`config.mk`:
```
export PLATFORM = sky130hd
export DESIGN_NAME = dip_scan_ctrl
export DESIGN_NICKNAME = d
export VERILOG_FILES = /design/src/rtl/dip_scan_ctrl.sv
export SDC_FILE = /design/constraint.sdc
export NUM_CORES = 1
export LEC_CHECK = 0
export CAP_MARGIN = 20
export CORE_ASPECT_RATIO = 1.2
export CORE_MARGIN = 4
export CORE_UTILIZATION = 58
export CTS_CLUSTER_DIAMETER = 30
export DETAILED_ROUTE_END_ITERATION = 10
export PLACE_DENSITY = 0.79
export SLEW_MARGIN = 20
export SYNTH_ARGS = -nofsm -noshare
export SYNTH_HDL_FRONTEND = slang
export SYNTH_SLANG_ARGS = --single-unit
```
`constraint.sdc`:
```
create_clock -name clk -period 2 [get_ports clk]
set_input_delay 0.3 -clock clk [delete_from_list [all_inputs] [get_ports clk]]
set_output_delay 0.3 -clock clk [all_outputs]
set_load 0.01 [all_outputs]
```
`src/rtl/dip_scan_ctrl.sv`:
```
// Scanner for a 74HC165-style PISO switch chain: load/shift sequencing on a divided tick,
// serial-to-parallel capture, and frame-to-frame debounce of the published word.
module dip_scan_ctrl #(
   parameter int WIDTH     = 16,
   parameter int CLK_DIV   = 4,
   parameter int DEBOUNCE  = 3,
   parameter int GAP       = 2,
   parameter int MSB_FIRST = 1
) (
   input  logic             clk,
   input  logic             rst_n,
   input  logic             en,
   input  logic             data,
   output logic             latch_n,
   output logic             sclk,
   output logic [WIDTH-1:0] out,
   output logic             valid,
   output logic             changed
);

   localparam int PW = $clog2(CLK_DIV);
   localparam int BW = $clog2(WIDTH);
   localparam int GW = $clog2(GAP + 2);
   localparam int CW = $clog2(DEBOUNCE + 1);

   typedef enum logic [2:0] {S_IDLE, S_LOAD, S_SAMPLE, S_CLOCK, S_UPDATE, S_GAP} state_t;

   state_t           state_q, state_d;
   logic [PW-1:0]    presc;
   logic             tick;
   logic [BW-1:0]    bit_q, bit_d, idx;
   logic [GW-1:0]    gap_q, gap_d;
   logic [WIDTH-1:0] shadow, prev;
   logic [CW-1:0]    cnt, cnt_nx;
   logic             publish;

   assign tick = (presc == PW'(CLK_DIV - 1));
   assign idx  = (MSB_FIRST != 0) ? (BW'(WIDTH - 1) - bit_q) : bit_q;

   always_ff @(posedge clk or negedge rst_n) begin
      if (!rst_n) presc <= '0;
      else        presc <= tick ? '0 : presc + 1'b1;
   end

   always_comb begin
      state_d = state_q;
      bit_d   = bit_q;
      gap_d   = gap_q;
      case (state_q)
         S_IDLE:   if (tick && en) state_d = S_LOAD;
         S_LOAD:   if (tick) begin
                      state_d = S_SAMPLE;
                      bit_d   = '0;
                   end
         S_SAMPLE: if (tick) state_d = (bit_q == BW'(WIDTH - 1)) ? S_UPDATE : S_CLOCK;
         S_CLOCK:  if (tick) begin
                      state_d = S_SAMPLE;
                      bit_d   = bit_q + 1'b1;
                   end
         S_UPDATE: begin
                      state_d = (GAP > 0) ? S_GAP : S_IDLE;
                      gap_d   = '0;
                   end
         S_GAP:    if (tick) begin
                      if (gap_q == GW'(GAP - 1)) state_d = S_IDLE;
                      else                       gap_d   = gap_q + 1'b1;
                   end
         default:  state_d = S_IDLE;
      endcase
   end

   // Saturating run length of identical frames, evaluated against the frame just captured.
   always_comb begin
      cnt_nx = CW'(1);
      if (shadow == prev) cnt_nx = (cnt >= CW'(DEBOUNCE)) ? CW'(DEBOUNCE) : cnt + 1'b1;
      publish = (cnt_nx >= CW'(DEBOUNCE)) && (shadow != out);
   end

   always_ff @(posedge clk or negedge rst_n) begin
      if (!rst_n) begin
         state_q <= S_IDLE;
         bit_q   <= '0;
         gap_q   <= '0;
         latch_n <= 1'b1;
         sclk    <= 1'b0;
      end else begin
         state_q <= state_d;
         bit_q   <= bit_d;
         gap_q   <= gap_d;
         // Strobes decode the next state so they switch with the state register, glitch-free.
         latch_n <= (state_d != S_LOAD);
         sclk    <= (state_d == S_CLOCK);
      end
   end

   always_ff @(posedge clk or negedge rst_n) begin
      if (!rst_n) begin
         shadow  <= '0;
         prev    <= '0;
         cnt     <= '0;
         out     <= '0;
         valid   <= 1'b0;
         changed <= 1'b0;
      end else begin
         valid   <= 1'b0;
         changed <= 1'b0;
         if (state_q == S_SAMPLE && tick) shadow[idx] <= data;
         if (state_q == S_UPDATE) begin
            prev    <= shadow;
            cnt     <= cnt_nx;
            valid   <= 1'b1;
            changed <= publish;
            if (publish) out <= shadow;
         end
      end
   end

endmodule

```
==> summary.md <==
| Metric | Value |
|---|---|
| Synth unique cells | `36` |
| Share of layout cells above drive strength 1 | `33.0%` |
| Fin crit period | `1.94 ns` |
| Power Density | `644 mW/mm2` |
| Die footprint | `0.00670 mm2` |
| Final wirelength | `6140 um` |
| PortBufs | `23` |
| Most used cell, CP | `buf_4` |
| I/O pin count | `24` |
| Worst path bufs/invs | `2` |
| Ys Warns | `0` |
| Post-route ant nets | `0` |
| CP top delay family | `simple AND/OR/NAND/NOR gates` |
| Met2 Use GR | `34.6%` |
| Startpoint types | `flip-flop` |
| Post-Syn Area per Cell | `12.4 um2` |
| Final slew viol count | `0` |
| Final Hold Slack | `0.465 ns` |
| Largest family of logic cells by synthesized area | `multiplexers` |
| Pleak | `0.00180 uW` |
| Worst-margin pin slew | `0.527 ns` |
| Syn Inst Count | `255` |
| Critical-path cell list | `xnor2_1 > nand4_1 > buf_4 > nor4_4 > nand4_4 > buf_4 > mux2_4` |
| DR vias | `2,056` |
| Layout Skew | `0.00693 ns` |
| Status | `completed` |
| Worst-skew pair later-pin latency | `0.34 ns` |
| Worst Setup End Kind | `flip-flop` |
| Initial Utilization | `59.7%` |
| CTS Buf Count | `9` |
| Initial antenna violation count | `0` |
| XOR/XNOR Fraction of Synth Area | `8.86%` |
| Final Worst Setup Slack | `0.0588 ns` |
| Row Count | `29` |
| Clock slew at reported path FFs | `0.07 ns` |
| DR WL/cell | `16.4 um` |
| Compound-gate portion of the synthesized area | `5.22%` |
| Yosys reg bits | `65` |
| RSZ-0062 raised after global routing | `yes` |
| Pre-antenna DRT Iters | `4` |
| Critical Path Slowest Stage Cell | `dfrtp_1` |
| Area Growth Syn to Fin | `22.7%` |
| CTS tree | `built` |
| HP Class | `primary input to async pin` |
| Leading cell types in the layout, fill and taps excluded | `63 x dfrtp_1, 38 x mux2_2, 23 x buf_4` |
| H-tree lvl count | `3` |
| Core area | `0.00530 mm2` |
| Layout Nets | `318` |
| Synth Cell Area | `0.00316 mm2` |
| Max-cap viol count | `0` |
| Fraction of registers with async set/reset | `100%` |
| GR peak layer | `met2` |
| Endpoints failing hold | `0` |
| Diodes inserted | `0` |
| Slew margin rel. | `64.7%` |
| Max Freq | `0.515 GHz` |
| DRT iter0 DRCs | `111` |
| Reg2reg setup slack | `0.06 ns` |
| Syn_nets | `266` |
| Post-synthesis sequential area ratio | `51.5%` |
| Critical-path maximum fanout | `6` |
| Drt drc | `0` |
| CTS root buf | `clkbuf_8` |
| Total grt overflow | `0` |
| Routed vias/inst | `5.50` |
| Worst VDD drop | `535 uV` |
| GRT Resource Usage Total | `20.8%` |
| Finish-stage setup viols | `0` |
| Worst Path Arrival | `2.17 ns` |
| Clock Tree Buf Depth | `2` |
| Worst Path Required | `2.23 ns` |
| Clock net sink count | `65` |
| M1 GR Usage | `25.7%` |
| Main synth FF type | `dfrtp_1` |
| Vias in the first global route | `2,075` |
| Hpwl dp | `4470 um` |
| Post-synth EDFFs | `0` |
| Final worst path period share | `97.1%` |
| Post-Synth Adder-Cell Area | `2.77%` |
| Die Y | `88.9 um` |
| Gpl congestion | `0.781` |
| Pin count of the biggest net entering global routing | `25` |
| Mux share of post-synthesis cell area | `18.3%` |
| Die X | `75.4 um` |
| WS Path Type | `flip-flop to flip-flop` |
| Most common cell after layout, fill and taps aside | `dfrtp_1` |
| Synth Area in Simple Gates | `11.4%` |
| GR Util met3 | `4.27%` |
| CP max stage delay | `0.46 ns` |
| Global-route wire length before repair | `10,200 um` |
| Placement Setup Slack | `-0.0404 ns` |
power by group:
| group | internal (uW) | switching [uW] |
|---|---|---|
| clock network | 546 | 478 |
| registers | 1330 | 19.5 |
| logic | 58.9 | 65.5 |
| total | 1940 | 563 |
cell families (layout without fill, tap and decap cells):
kind of cell,after synthesis,after routing
AND/OR/NAND/NOR,64,64
buffers and inverters,14,71
XOR/XNOR,32,32
adder cells (fa/ha/maj),7,7
AO/OA/AOI/OAI,25,25
flip-flops,65,65
multiplexers,48,48
synth_stat cells (2+ instances only):
cell type / count / area, um2
clkbuf_1: 6 / 22.5
nand2_1: 22 / 82.6
nor2b_1: 3 / 18.8
ha_1: 7 / 87.6
nor3_1: 2 / 10.0
o21ai_0: 7 / 35.0
a21oi_1: 4 / 20.0
nand2b_1: 4 / 25.0
or2_2: 2 / 12.5
o21bai_1: 2 / 15.0
buf_2: 2 / 10.0
inv_1: 5 / 18.8
xnor2_1: 16 / 140
a21o_1: 3 / 22.5
nor2_1: 9 / 33.8
and2_1: 5 / 31.3
nor4_1: 5 / 31.3
nand4_1: 6 / 37.5
a22o_1: 4 / 35.0
xor2_1: 16 / 140
mux2_2: 38 / 428
mux2_4: 10 / 150
dfrtp_1: 64 / 1600
state kept, by name, summed over array words and instances, names as in the netlist:
name / cells
bit_q: 4
changed: 1
cnt: 2
gap_q: 2
latch_n: 1
out: 16
presc: 2
prev: 16
sclk: 1
shadow: 16
state_q: 3
valid: 1
path summary, 6_finish.rpt:
path / endpoint / start / cells after the start
setup reg to reg: out[14] / shadow[11] / 7
setup / recovery: out[14] / shadow[11] / 7
hold reg to reg: presc[0] / presc[0] / 1
max in group asynchronous: latch_n / rst_n / 3
hold / removal: prev[11] / rst_n / 2
min in group clk: presc[0] / presc[0] / 1
what timing repair did:
| item | CTS | global route |
|---|---|---|
| resized for setup | 2 | 4 |
| setup buffers | 0 | 2 |
| pin swaps | 2 | 1 |
| setup endpoints to repair | 11 | 17 |
| hold buffers | 1 | 0 |
| hold endpoints to repair | 18 | 0 |
routing by layer:
layer / wire length, um / share of wire, %
met5: 0 / 0
met4: 139 / 2.3
met3: 181 / 3.0
met2: 3120 / 51
met1: 2700 / 44
metrics by stage:
stage	instances	power [uW]	instance area, um2	util (%)	TNS (ns)
finish	374	2500	3880	73.3	0
detailed placement	355	1490	3640	68.7	-0.165
global route	374	2590	3880	73.3	-0.139
global placement	355	1490	3640	68.7	-0.0430
floorplan	255	1420	3160	-	0
CTS	372	2520	3850	72.6	0
worst reg2reg max path, stage by stage (launching register included):
cell and delay, ns:
dfrtp_1 0.46, xnor2_1 0.19, nand4_1 0.11, buf_4 0.17, nor4_4 0.28, nand4_4 0.14
buf_4 0.19, mux2_4 0.30
final cells by class:
class                   instances  area [um2]
clock buffers                  13         169
flip-flops and latches         65        1630
well taps                      62        77.6
inverters                       5        18.8
fillers                       369        1420
repair buffers                 50         468
clock inverters                 3        15.0
multi-input cells             176        1500
(Power assumes the default switching activity.)
